File: config.mk
export PLATFORM = sky130hd
export DESIGN_NAME = zda_frame_tx
export DESIGN_NICKNAME = d
export VERILOG_FILES = /design/src/rtl/zda_frame_tx.sv
export SDC_FILE = /design/constraint.sdc
export NUM_CORES = 1
export LEC_CHECK = 0
export BUFFER_PORTS_ARGS = -buffer_cell sky130_fd_sc_hd__buf_2
export CORE_MARGIN = 2
export CORE_UTILIZATION = 55
export DETAILED_ROUTE_END_ITERATION = 10
export GPL_ROUTABILITY_DRIVEN = 0
export GPL_TIMING_DRIVEN = 0
export PLACE_DENSITY = 0.79
export SLEW_MARGIN = 20
export SYNTH_ARGS = -nofsm -noshare
export SYNTH_HDL_FRONTEND = slang
export SYNTH_SLANG_ARGS = --single-unit
File: constraint.sdc
create_clock -name clk -period 3.3 [get_ports clk]
set_clock_uncertainty 0.05 [all_clocks]
set_input_delay 0.495 -clock clk [delete_from_list [all_inputs] [get_ports clk]]
set_output_delay 0.495 -clock clk [all_outputs]
set_load 0.005 [all_outputs]
File: src/rtl/zda_frame_tx.sv
// zda_frame_tx: PPS-triggered ZDA time sentence transmitter.
// Each PPS rising edge latches the BCD time and date and emits
// "$GPZDA,hhmmss.00,dd,mm,yyyy" followed by CR/LF, one byte per valid/ready
// transfer. Define CHECKSUM_EN to add "*HH" (XOR of bytes 1..26) before CR/LF.
module zda_frame_tx #(
  parameter logic [15:0] TALKER_ID  = 16'h4750,
  parameter int unsigned GAP_CYCLES = 0
) (
  input  logic        clk,
  input  logic        reset,
  input  logic        pps,
  input  logic [7:0]  hour_bcd,
  input  logic [7:0]  min_bcd,
  input  logic [7:0]  sec_bcd,
  input  logic [7:0]  day_bcd,
  input  logic [7:0]  month_bcd,
  input  logic [15:0] year_bcd,
  output logic [7:0]  tx_data,
  output logic        tx_valid,
  input  logic        tx_ready,
  output logic        busy,
  output logic        frame_done,
  output logic        bcd_err,
  output logic        pps_overrun
);

`ifdef CHECKSUM_EN
  localparam logic [4:0] LAST_IDX = 5'd31;
`else
  localparam logic [4:0] LAST_IDX = 5'd28;
`endif

  typedef enum logic [1:0] {
    IDLE,
    SEND,
    GAP
  } state_t;

  state_t      state_q, state_d;
  logic        pps_prev_q, pps_prev_d;
  logic [4:0]  idx_q, idx_d;
  logic [15:0] gap_cnt_q, gap_cnt_d;
  logic [7:0]  tx_data_q, tx_data_d;
  logic        tx_valid_q, tx_valid_d;
  logic        busy_q, busy_d;
  logic        frame_done_q, frame_done_d;
  logic        bcd_err_q, bcd_err_d;
  logic        pps_overrun_q, pps_overrun_d;
  logic        err_q, err_d;
  logic [7:0]  sh_hour_q, sh_hour_d;
  logic [7:0]  sh_min_q, sh_min_d;
  logic [7:0]  sh_sec_q, sh_sec_d;
  logic [7:0]  sh_day_q, sh_day_d;
  logic [7:0]  sh_month_q, sh_month_d;
  logic [15:0] sh_year_q, sh_year_d;
`ifdef CHECKSUM_EN
  logic [7:0]  csum_q, csum_d;
`endif

  logic        rise;
  logic        xfer;
  logic [4:0]  load_idx;
  logic [7:0]  nxt_byte;
  logic        nxt_err;

  // BCD nibble to ASCII digit; out-of-range nibbles become '?' with error bit
  function automatic logic [8:0] bcd_char(input logic [3:0] n);
    if (n > 4'd9) begin
      return {1'b1, 8'h3F};
    end
    return {1'b0, 8'h30 + {4'h0, n}};
  endfunction

`ifdef CHECKSUM_EN
  // Nibble to uppercase hex ASCII
  function automatic logic [7:0] hex_char(input logic [3:0] n);
    return (n > 4'd9) ? 8'h37 + {4'h0, n} : 8'h30 + {4'h0, n};
  endfunction
`endif

  assign rise     = pps & ~pps_prev_q;
  assign xfer     = tx_valid_q & tx_ready;
  // In SEND the byte being loaded follows the one just accepted; in GAP idx
  // has already advanced.
  assign load_idx = (state_q == SEND) ? idx_q + 5'd1 : idx_q;

  // Sentence byte mux indexed by the position being loaded
  always_comb begin
    {nxt_err, nxt_byte} = {1'b0, 8'h24};
    case (load_idx)
      5'd1:  {nxt_err, nxt_byte} = {1'b0, TALKER_ID[15:8]};
      5'd2:  {nxt_err, nxt_byte} = {1'b0, TALKER_ID[7:0]};
      5'd3:  {nxt_err, nxt_byte} = {1'b0, 8'h5A};
      5'd4:  {nxt_err, nxt_byte} = {1'b0, 8'h44};
      5'd5:  {nxt_err, nxt_byte} = {1'b0, 8'h41};
      5'd6:  {nxt_err, nxt_byte} = {1'b0, 8'h2C};
      5'd7:  {nxt_err, nxt_byte} = bcd_char(sh_hour_q[7:4]);
      5'd8:  {nxt_err, nxt_byte} = bcd_char(sh_hour_q[3:0]);
      5'd9:  {nxt_err, nxt_byte} = bcd_char(sh_min_q[7:4]);
      5'd10: {nxt_err, nxt_byte} = bcd_char(sh_min_q[3:0]);
      5'd11: {nxt_err, nxt_byte} = bcd_char(sh_sec_q[7:4]);
      5'd12: {nxt_err, nxt_byte} = bcd_char(sh_sec_q[3:0]);
      5'd13: {nxt_err, nxt_byte} = {1'b0, 8'h2E};
      5'd14: {nxt_err, nxt_byte} = {1'b0, 8'h30};
      5'd15: {nxt_err, nxt_byte} = {1'b0, 8'h30};
      5'd16: {nxt_err, nxt_byte} = {1'b0, 8'h2C};
      5'd17: {nxt_err, nxt_byte} = bcd_char(sh_day_q[7:4]);
      5'd18: {nxt_err, nxt_byte} = bcd_char(sh_day_q[3:0]);
      5'd19: {nxt_err, nxt_byte} = {1'b0, 8'h2C};
      5'd20: {nxt_err, nxt_byte} = bcd_char(sh_month_q[7:4]);
      5'd21: {nxt_err, nxt_byte} = bcd_char(sh_month_q[3:0]);
      5'd22: {nxt_err, nxt_byte} = {1'b0, 8'h2C};
      5'd23: {nxt_err, nxt_byte} = bcd_char(sh_year_q[15:12]);
      5'd24: {nxt_err, nxt_byte} = bcd_char(sh_year_q[11:8]);
      5'd25: {nxt_err, nxt_byte} = bcd_char(sh_year_q[7:4]);
      5'd26: {nxt_err, nxt_byte} = bcd_char(sh_year_q[3:0]);
`ifdef CHECKSUM_EN
      5'd27: {nxt_err, nxt_byte} = {1'b0, 8'h2A};
      5'd28: {nxt_err, nxt_byte} = {1'b0, hex_char(csum_q[7:4])};
      5'd29: {nxt_err, nxt_byte} = {1'b0, hex_char(csum_q[3:0])};
      5'd30: {nxt_err, nxt_byte} = {1'b0, 8'h0D};
      5'd31: {nxt_err, nxt_byte} = {1'b0, 8'h0A};
`else
      5'd27: {nxt_err, nxt_byte} = {1'b0, 8'h0D};
      5'd28: {nxt_err, nxt_byte} = {1'b0, 8'h0A};
`endif
      default: {nxt_err, nxt_byte} = {1'b0, 8'h24};
    endcase
  end

  // Frame sequencing: start on PPS edge, advance on each transfer, optional gap
  always_comb begin
    state_d       = state_q;
    pps_prev_d    = pps;
    idx_d         = idx_q;
    gap_cnt_d     = gap_cnt_q;
    tx_data_d     = tx_data_q;
    tx_valid_d    = tx_valid_q;
    busy_d        = busy_q;
    frame_done_d  = 1'b0;
    bcd_err_d     = 1'b0;
    pps_overrun_d = 1'b0;
    err_d         = err_q;
    sh_hour_d     = sh_hour_q;
    sh_min_d      = sh_min_q;
    sh_sec_d      = sh_sec_q;
    sh_day_d      = sh_day_q;
    sh_month_d    = sh_month_q;
    sh_year_d     = sh_year_q;
`ifdef CHECKSUM_EN
    csum_d        = csum_q;
`endif

    case (state_q)
      IDLE: begin
        if (rise) begin
          sh_hour_d  = hour_bcd;
          sh_min_d   = min_bcd;
          sh_sec_d   = sec_bcd;
          sh_day_d   = day_bcd;
          sh_month_d = month_bcd;
          sh_year_d  = year_bcd;
          err_d      = 1'b0;
`ifdef CHECKSUM_EN
          csum_d     = '0;
`endif
          idx_d      = '0;
          tx_data_d  = 8'h24;
          tx_valid_d = 1'b1;
          busy_d     = 1'b1;
          state_d    = SEND;
        end
      end

      SEND: begin
        pps_overrun_d = rise;
        if (xfer) begin
`ifdef CHECKSUM_EN
          if ((idx_q >= 5'd1) && (idx_q <= 5'd26)) begin
            csum_d = csum_q ^ tx_data_q;
          end
`endif
          if (idx_q == LAST_IDX) begin
            frame_done_d = 1'b1;
            bcd_err_d    = err_q;
            tx_valid_d   = 1'b0;
            busy_d       = 1'b0;
            idx_d        = '0;
            state_d      = IDLE;
          end else begin
            idx_d = idx_q + 5'd1;
            if (GAP_CYCLES == 0) begin
              tx_data_d = nxt_byte;
              err_d     = err_q | nxt_err;
            end else begin
              tx_valid_d = 1'b0;
              gap_cnt_d  = 16'(GAP_CYCLES - 1);
              state_d    = GAP;
            end
          end
        end
      end

      GAP: begin
        pps_overrun_d = rise;
        if (gap_cnt_q == '0) begin
          tx_data_d  = nxt_byte;
          err_d      = err_q | nxt_err;
          tx_valid_d = 1'b1;
          state_d    = SEND;
        end else begin
          gap_cnt_d = gap_cnt_q - 16'd1;
        end
      end

      default: state_d = IDLE;
    endcase
  end

  // State and output registers with synchronous reset
  always_ff @(posedge clk) begin
    if (reset) begin
      state_q       <= IDLE;
      pps_prev_q    <= 1'b0;
      idx_q         <= '0;
      gap_cnt_q     <= '0;
      tx_data_q     <= '0;
      tx_valid_q    <= 1'b0;
      busy_q        <= 1'b0;
      frame_done_q  <= 1'b0;
      bcd_err_q     <= 1'b0;
      pps_overrun_q <= 1'b0;
      err_q         <= 1'b0;
      sh_hour_q     <= '0;
      sh_min_q      <= '0;
      sh_sec_q      <= '0;
      sh_day_q      <= '0;
      sh_month_q    <= '0;
      sh_year_q     <= '0;
`ifdef CHECKSUM_EN
      csum_q        <= '0;
`endif
    end else begin
      state_q       <= state_d;
      pps_prev_q    <= pps_prev_d;
      idx_q         <= idx_d;
      gap_cnt_q     <= gap_cnt_d;
      tx_data_q     <= tx_data_d;
      tx_valid_q    <= tx_valid_d;
      busy_q        <= busy_d;
      frame_done_q  <= frame_done_d;
      bcd_err_q     <= bcd_err_d;
      pps_overrun_q <= pps_overrun_d;
      err_q         <= err_d;
      sh_hour_q     <= sh_hour_d;
      sh_min_q      <= sh_min_d;
      sh_sec_q      <= sh_sec_d;
      sh_day_q      <= sh_day_d;
      sh_month_q    <= sh_month_d;
      sh_year_q     <= sh_year_d;
`ifdef CHECKSUM_EN
      csum_q        <= csum_d;
`endif
    end
  end

  assign tx_data     = tx_data_q;
  assign tx_valid    = tx_valid_q;
  assign busy        = busy_q;
  assign frame_done  = frame_done_q;
  assign bcd_err     = bcd_err_q;
  assign pps_overrun = pps_overrun_q;

endmodule

== Yosys cells after proc, flatten, opt, wreduce, memory -nomap -nowiden ==
Index checks and enable logic that the tools add are counted.
Widths: inputs -> output; s select.
Word-level totals
  register bits: 94
  output and inout bits: 13
  word-level logic and storage cells: 194
Cells by class
  $add $sub $neg: 16
  order comparisons: 14
  equal/unequal tests: 36
  muxes and demuxes: 85
  bitwise operators: 9
  reduce and logical (&&, ||, !) cells: 17
Operators by type and width (count)
  $mux 9: 28
  $pmux 8 s24: 1
  $add 6x4->7 const A: 14
  $eq 5x5->1 const B: 14
  $gt 4x4->1 const B: 14
  $eq 5x4->1 const B: 8
  $mux 1: 37
  $mux 8: 4
  $pmux 8 s3: 1
  $eq 5x3->1 const B: 4
  $mux 5: 4
  $logic_not 16->1: 1
  $sub 16x1->16 const B: 1
  $pmux 1 s14: 1
  $eq 5x2->1 const B: 2
  $pmux 5 s2: 1
  $reduce_and 5->1: 2
  $mux 2: 4
  $ne 2x2->1 const B: 4
  $reduce_and 4->1: 2
  $reduce_or 4->1: 2
  $not 1->1: 6
  $pmux 1 s3: 2
  $pmux 2 s3: 1
  other kinds (15): 19

== Longest topological paths before layout ==
Gate-level depths: netlist (run 1).
  depth in word-level cells: 10
  gate-level depth with buffers: 12
  gate-level depth less buffers: 9

== Worst setup path before layout (run 1) ==
Ideal clock, no wire load.
  kind: reg2reg
  start point: register idx_q[1]
  end point: register tx_data_q[2], in the netlist tx_data[2]
  arrival time: 2557 ps
  required time: 3125 ps
  path slack: 568 ps
  cell stages (with the launch flop): 13
  buffers on the path: 3
  path through: dfxtp_1 buf_2 buf_2 inv_1 ha_1 and3b_1 or2_1 buf_2 mux2i_1 a221oi_1 nand3_1 o21ai_2 o41a_1
Between the ends
  cells in the longest elaborated chain, start to end: 8
  elaborated cells between the ends (all ways): 40
  classes of those cells: add/sub (1); eq/ne (30); mux (6); reduce/logical (3)
RTL lines
  start, declared: RTL line 41  | logic [4:0] idx_q, idx_d;
  start signal, assigned: RTL line 246  | idx_q <= idx_d;
  $add 5x1->5: RTL line 85  | assign load_idx = (state_q == SEND) ? idx_q + 5'd1 : idx_q;
  $mux 5: RTL line 85
  $eq 5x5->1, or another cell as far along: RTL line 90  | case (load_idx)
  $reduce_or 4->1 (no source line) / $reduce_or 2->1 (equally long branches)
  $pmux 8 s24: RTL line 90
  $mux 8: RTL line 183  | if (idx_q == LAST_IDX) begin
  $mux 8: RTL line 177  | if (xfer) begin
  $pmux 8 s3: RTL line 154  | case (state_q)
  end signal, assigned: RTL line 248  | tx_data_q <= tx_data_d;
  end, declared: RTL line 43  | logic [7:0] tx_data_q, tx_data_d;
Parallel ways exist; a longest one is shown, timed or not. The select of a mux whose other input is x is not followed.
A chain may end at the register's enable or synchronous reset.

== Worst setup path in the final report (run 1) ==
Ends and elaborated chain as after synthesis.

==> impl_metrics.tcl, run 1 <==
set metrics [dict create \
    rows 31 \
    hold_class "input pin to register" \
    endpoint_kind "register" \
    fin_crit_ns 3.27 \
    cpMostUsedCell "clkbuf_4" \
    root_buffer "clkbuf_8" \
    synth-edff-count 0 \
    crit_path_top_delay_cell "o41a_1" \
    start_util_pct 57.2 \
    grt_pass1_wl_mm 21.2 \
    vdd_drop_max_uv 288 \
    p_sw_mw 0.589 \
    drv_cap 0 \
    yosys_warnings 0 \
    die_x_um 91.1 \
    ant_nets 0 \
    r2r_end "tx_data[2]$_SDFFE_PP0P_" \
    switching_share_pct 30.4 \
    core_area_mm2 0.00729 \
    rsz0062_at_grt "no" \
    path_clk_slew_ns 0.08 \
    vias 4671 \
    seqPwrFrac_pct 50.6 \
    drtIter0Drc 548 \
    cts_buffers 9 \
    maxSlewHeadroom_pct 46.7 \
    wl_per_cell_um 17.8 \
    hold-path-cell-count 2 \
    fin_cells 739 \
    start_kind "register" \
    combPwrFrac_pct 15.6 \
    avgSynthCellArea_um2 7.55 \
    syn_nets 615 \
    grt_use_total_pct 31.7 \
    yosysUniqueCellTypes 73 \
    io_buffers 71 \
    antenna_found_initial 0 \
    clk_latency_ns 0.36 \
    worst_pin_slew_ns 0.800 \
    cts.path.max_buffers 2 \
    grt_overflow_total 0 \
    p_total_mw 1.94 \
    ioPinCount 73 \
    layout_common_cells "nand2_1 (135), buf_2 (79), a21oi_1 (74)" \
    powerDensity_mw_per_mm2 399 \
    p_leak_nw 1.91 \
    hold_buffers 0 \
    worstPathArrival_ns 3.45 \
    numPlacedInstances 723 \
    grt_max_degree 14 \
    path_class "register to register" \
    p_clk_share_pct 33.8 \
    crit_chain "clkbuf_4, clkbuf_4, inv_1, ha_1, and3b_2, or2_1, buf_2, a22oi_2, a21boi_1, a41oi_1, o2111ai_1, o41a_1" \
    r2r_slack_ns 0.03 \
    cts_sinks 74 \
    drv_slew 0 \
    cts.htree.levels 3 \
    async_reset_ff_share_pct 0 \
    reg2regPathDepth 12 \
    p_int_mw 1.35 \
    tns_ns 0 \
    syn-cell-area_mm2 0.00417 \
    final_common_cell "nand2_1" \
    drc 0 \
    diodes 0 \
    fmax_mhz 306 \
    cp_max_fo 10 \
    wirelength_mm 13.2 \
    place_hpwl_mm 9.78 \
    status "completed" \
    ys_seq_area_share_pct 35.5 \
    cpPeakStageDelay_ns 0.45 \
    final_nets 697 \
    cts_tree "yes" \
    drive_above_1_share_pct 20.6 \
    setup_viol 0 \
    finalCritPeriodShare_pct 99.0 \
    grt_pass1_vias 4309 \
    die_area_mm2 0.00830 \
    hold_ws_ns 0.258 \
    viasPerCell 6.32 \
    cts_setup_buffers 0 \
    synthToLayoutAreaGrowth_pct 16.5 \
    ys_ff_latch 74 \
    drtPass1Iterations 6 \
    die_h_um 91.1 \
    hold_start "reset" \
    netlist_instances 553 \
    hold_viol 0 \
    required_ns 3.48 \
    hold_end "pps_prev_q$_SDFF_PP0_" \
    synth_ff_type "dfxtp_1" \
    r2r-start "idx_q[1]$_SDFFE_PP0P_" \
]
-- critical path: cells and delay by family, from the launching register on --
kind | cells | cell delay (ns)
flops | 1 | 0.36
fa+ha+maj | 1 | 0.37
buf+inv | 4 | 0.63
simple gates | 2 | 0.51
compound gates | 5 | 1.21
-- power by group through the flow --
stage | sequential, mW | clock (mW) | combinational (mW)
global placement | 0.999 | 0 | 0.281
floorplan | 0.985 | 0 | 0.189
finish | 0.982 | 0.655 | 0.302
global route | 0.986 | 0.687 | 0.331
detailed placement | 1.00 | 0 | 0.290
CTS | 0.980 | 0.657 | 0.291
-- final cells by class --
class / count / area (um^2)
well taps: 99 / 124
plain buffers: 45 / 248
fillers: 697 / 2430
clock buffers: 11 / 141
multi-input cells: 428 / 2450
clock inverters: 5 / 38.8
inverters: 6 / 22.5
repair buffers: 71 / 355
flip-flops and latches: 74 / 1480
-- logic make-up after synthesis --
family	after synthesis	share of synthesized area, %
AOI/OAI and AO/OA	183	28.4
buffers and inverters	51	6.32
and+or+nand+nor	232	26.3
xor gates and xnor gates	7	2.01
muxes	3	0.719
other	1	0.0898
DFF	74	35.5
adders and majority gates	2	0.599
-- registers in the layout, indices dropped and copies added, names as in the netlist --
| register | cells |
|---|---|
| frame_done | 1 |
| sh_hour_q | 8 |
| sh_min_q | 8 |
| idx_q | 5 |
| err_q | 1 |
| sh_year_q | 16 |
| bcd_err | 1 |
| sh_month_q | 8 |
| pps_overrun | 1 |
| sh_sec_q | 8 |
| pps_prev_q | 1 |
| state_q | 1 |
| tx_data | 7 |
| sh_day_q | 8 |
-- what timing repair did --
item / in CTS / in global routing
endpoints found under the setup margin: 0 / 7
hold endpoints to repair: 0 / 0
resized for setup: 0 / 11
-- through the flow --
| step | utilization [%] | instance area [um^2] | setup slack [ns] |
|---|---|---|---|
| final | 66.7 | 4860 | 0.0340 |
| after global routing | 66.7 | 4860 | 0.00781 |
| after CTS | 66.3 | 4830 | 0.0179 |
| after detailed placement | 63.8 | 4650 | 0.0284 |
| after global placement | 63.8 | 4650 | 0.0679 |
| after floorplan | - | 4170 | 0.568 |
-- cells in the mapped netlist (3+ instances only) --
master / count / share of area, %
a21oi_1: 74 / 8.9
nor3_1: 6 / 0.72
or2_1: 4 / 0.60
nand3b_1: 3 / 0.54
o21ai_1: 4 / 0.48
a22oi_1: 12 / 2.2
o211ai_1: 3 / 0.54
a31oi_1: 4 / 0.60
and2_1: 3 / 0.45
and3_1: 6 / 0.90
nor4_1: 4 / 0.60
dfxtp_1: 74 / 35
nor2b_1: 10 / 1.5
xnor2_1: 3 / 0.63
o21ai_0: 22 / 2.6
inv_1: 4 / 0.36
nand2_1: 135 / 12
buf_6: 4 / 1.1
nand3_1: 12 / 1.4
a22o_1: 7 / 1.5
nand4_2: 3 / 0.90
buf_1: 4 / 0.36
a32oi_1: 4 / 0.84
clkbuf_1: 19 / 1.7
a32o_1: 3 / 0.72
buf_4: 8 / 1.4
and3b_1: 5 / 1.0
buf_2: 10 / 1.2
o221ai_1: 4 / 0.84
mux2i_1: 3 / 0.72
o2111ai_1: 7 / 1.5
o31ai_1: 4 / 0.72
nor2_1: 25 / 2.2
a221oi_1: 5 / 1.0
nor3b_1: 3 / 0.54
o22ai_1: 5 / 0.75
xnor2_2: 3 / 1.2
-- layer usage --
layer | track usage (%) | vias to the layer above | part of all wire [%]
li1 | - | 2156 | -
met5 | 0 | - | 0.12
met2 | 49.1 | 310 | 44
met1 | 41.8 | 2132 | 41
met4 | 16.0 | 2 | 4.7
met3 | 6.80 | 71 | 10
-- worst max path at each step --
stage | start | endpoint | slack (ns) | cells past startpoint
2_1_floorplan | idx_q[1]$_SDFFE_PP0P_ | tx_data[2]$_SDFFE_PP0P_ | 0.57 | 12
3_3_place_gp | idx_q[1]$_SDFFE_PP0P_ | tx_data[2]$_SDFFE_PP0P_ | 0.07 | 11
3_5_place_dp | idx_q[1]$_SDFFE_PP0P_ | tx_data[2]$_SDFFE_PP0P_ | 0.03 | 11
4_1_cts | idx_q[1]$_SDFFE_PP0P_ | tx_data[2]$_SDFFE_PP0P_ | 0.02 | 11
5_1_grt | idx_q[1]$_SDFFE_PP0P_ | tx_data[2]$_SDFFE_PP0P_ | 0.008 | 12
6_report | idx_q[1]$_SDFFE_PP0P_ | tx_data[2]$_SDFFE_PP0P_ | 0.03 | 12
(Power assumes the default switching activity.)
==> run 2: changes to the inputs <==
--- a/config.mk
+++ b/config.mk
@@ -6,4 +6,5 @@
 export NUM_CORES = 1
 export LEC_CHECK = 0
+export ABC_AREA = 1
 export BUFFER_PORTS_ARGS = -buffer_cell sky130_fd_sc_hd__buf_2
 export CORE_MARGIN = 2
==> constraint.sdc (replaced) <==
create_clock -name clk -period 3.3 [get_ports clk]
set_clock_uncertainty 0.05 [all_clocks]
set_input_delay 0.495 -clock clk [delete_from_list [all_inputs] [get_ports clk]]
set_output_delay 0.495 -clock clk [all_outputs]
set_load 0.01 [all_outputs]
==> run 2 against run 1 <==
Against the previous run:
- design area decreased by 2.0%
- combinational power increased by 16%
- critical endpoint is now tx_data[4]$_SDFFE_PP0P_
- setup slack improved by 0.63 ns
==> impl_metrics.tcl, run 2 <==
set metrics [dict create \
    avgSynthCellArea_um2 6.28 \
    vias 4533 \
    final_nets 796 \
    cts.path.max_buffers 2 \
    fin_area_mm2 0.00477 \
    synth_top_area_share_pct 36.2 \
    synthTopCellsByArea "dfxtp_1 (36%), nand2_1 (15%), o21ai_0 (8.8%)" \
    cts_sinks 74 \
    synthToLayoutAreaGrowth_pct 16.4 \
    ant_nets 0 \
    grt_busiest_layer "met2" \
    critPathLaunch "idx_q[0]$_SDFFE_PP0P_" \
    clk_latency_ns 0.37 \
    synth-edff-count 0 \
    die_area_mm2 0.00815 \
    cts_tree "yes" \
    synth.most_common_cell "nand2_1" \
    r2r_end "tx_data[4]$_SDFFE_PP0P_" \
    endpoint_kind "register" \
    path_clk_slew_ns 0.08 \
    drtIter0Drc 350 \
    die_x_um 90.3 \
    cp-endpoint "tx_data[4]$_SDFFE_PP0P_" \
    start_kind "register" \
    ioPinCount 73 \
    wl_per_cell_um 13.6 \
    viasPerCell 5.41 \
    hold_viol 0 \
    cts.htree.levels 3 \
    path_class "register to register" \
    syn-cell-area_mm2 0.00409 \
    die_h_um 90.3 \
    antenna_found_initial 0 \
    grt_pass1_vias 4178 \
    diodes 0 \
    dpl-instance-area_mm2 0.00457 \
    drv_slew 0 \
    hold_class "input pin to register" \
    start_util_pct 56.7 \
    ys_ff_latch 74 \
    numPlacedInstances 822 \
    synth_ff_type "dfxtp_1" \
    cts_setup_buffers 0 \
    cpMostUsedCell "nand2_1" \
    syn_nets 714 \
    regMostFlops "sh_year_q" \
    grt_use_total_pct 28.5 \
    yosysUniqueCellTypes 31 \
    ys_seq_area_share_pct 36.2 \
    vdd_drop_max_uv 278 \
    finalCritPeriodShare_pct 79.8 \
    grt_pass1_wl_mm 18.9 \
    crit_path_top_delay_cell "dfxtp_1" \
    rsz0062_at_grt "no" \
    grt_overflow_total 0 \
    cts_resized 0 \
    netlist_instances 652 \
    root_buffer "clkbuf_8" \
    fmax_mhz 380 \
    drv_cap 0 \
    drive_above_1_share_pct 16.2 \
    reg2regPathDepth 16 \
    required_ns 3.48 \
    multiInputGateArea_mm2 0.00217 \
    wirelength_mm 11.4 \
    synth_top_area_cell "dfxtp_1" \
    tns_ns 0 \
    gr-usage-met3_pct 5.51 \
    final_common_cell "nand2_1" \
    largest_reg_flops 16 \
    hold_buffers 0 \
    setup_viol 0 \
    cp_max_fo 7 \
    maxSlewHeadroom_pct 46.0 \
    postLayoutCoreUtil_pct 66.1 \
    grt_max_degree 14 \
    yosys_warnings 0 \
    synth_commonest_cells "nand2_1 (165), inv_1 (77), dfxtp_1 (74), o21ai_0 (72)" \
    fin_crit_ns 2.64 \
    powerDensity_mw_per_mm2 429 \
    worst_pin_slew_ns 0.805 \
    fin_cells 838 \
    async_reset_ff_share_pct 0 \
    r2r_slack_ns 0.66 \
    hold_ws_ns 0.306 \
    cpPeakStageDelay_ns 0.43 \
    cts_buffers 9 \
    place_hpwl_mm 8.89 \
    p_leak_nw 2.24 \
    register_area_mm2 0.00148 \
    r2r-start "idx_q[0]$_SDFFE_PP0P_" \
    drtPass1Iterations 7 \
    grt_use_met2_pct 44.9 \
    drc 0 \
    core_area_mm2 0.00721 \
    status "completed" \
    crit_chain "inv_1, ha_1, inv_1, nand2_1, o21ai_2, inv_2, nand2_1, nor2_1, nand2_1, nand2_1, nor2_1, nand2_1, nor2_1, nor2_4, nand2_1, a21oi_1" \
    met1_usage_pct 37.4 \
    worstPathArrival_ns 2.81 \
    rows 31 \
    nFillCells 723 \
    layout_common_cells "nand2_1 (165), inv_1 (77), dfxtp_1 (74)" \
    io_buffers 71 \
]
## run 2: cell count changes in the layout (fill, tap and decap cells not counted), moves of 6 or more
cell / before / now
nor2b_1: 10 / 0
o2111ai_1: 7 / 1
a22oi_1: 12 / 0
inv_1: 4 / 77
nand2_1: 135 / 165
buf_2: 79 / 72
nor2_1: 23 / 70
a22o_1: 7 / 0
inv_2: 1 / 11
nand4_1: 2 / 10
and3_1: 6 / 0
nand3_1: 12 / 33
o21ai_0: 22 / 72
## run 2: kinds of logic after synthesis
group / share of synthesized area (%)
adders and majority gates: 0.611
and+or+nand+nor: 31.6
buffers and inverters: 10.8
other: 0.0916
DFF: 36.2
AOI/OAI and AO/OA: 20.6
## run 2: power breakdown
| part | switching (mW) | leakage (nW) | internal (mW) |
|---|---|---|---|
| logic | 0.233 | 1.54 | 0.115 |
| registers | 0.0370 | 0.610 | 0.959 |
| clock network | 0.352 | 0.0954 | 0.347 |
## run 2: cell type report
| cell class | count | share of cell area (%) |
|---|---|---|
| multi-input combinational | 466 | 45.5 |
| sequential | 74 | 31.1 |
| timing repair buffer | 71 | 7.46 |
| inverter | 88 | 6.93 |
| clock buffer | 9 | 2.60 |
| tap | 99 | 2.60 |
| buffer | 24 | 2.39 |
| clock inverter | 7 | 1.44 |
## run 2: through the flow
step           setup WS [ns]  power (mW)
2_1_floorplan           1.16        1.24
3_3_place_gp           0.821        1.35
3_5_place_dp           0.725        1.36
4_1_cts                0.700        2.04
5_1_grt                0.438        2.14
6_report               0.665        2.04
## run 2: per-layer routing
metal / up-vias / share of wire [%]
met3: 44 / 7.6
met2: 211 / 44
met5: - / 0
li1: 2279 / -
met1: 1999 / 45
met4: 0 / 3.7
## run 2: worst min path at each step
stage,endpoint,cells after the start,from
finish,sh_day_q[0]$_SDFFE_PP0P_,3,day_bcd[0]
global route,sh_month_q[0]$_SDFFE_PP0P_,3,month_bcd[0]
CTS,sh_month_q[0]$_SDFFE_PP0P_,3,month_bcd[0]
detailed placement,pps_overrun$_SDFF_PP0_,1,pps_prev_q$_SDFF_PP0_
global placement,pps_overrun$_SDFF_PP0_,1,pps_prev_q$_SDFF_PP0_
floorplan,pps_overrun$_SDFF_PP0_,1,pps_prev_q$_SDFF_PP0_
## run 2: worst max-delay path: cells and delay by family, from the launching register on
kind / cells / cell delay, ns
flops: 1 / 0.43
buf+inv: 3 / 0.25
fa+ha+maj: 1 / 0.33
simple gates: 10 / 1.23
compound gates: 2 / 0.22
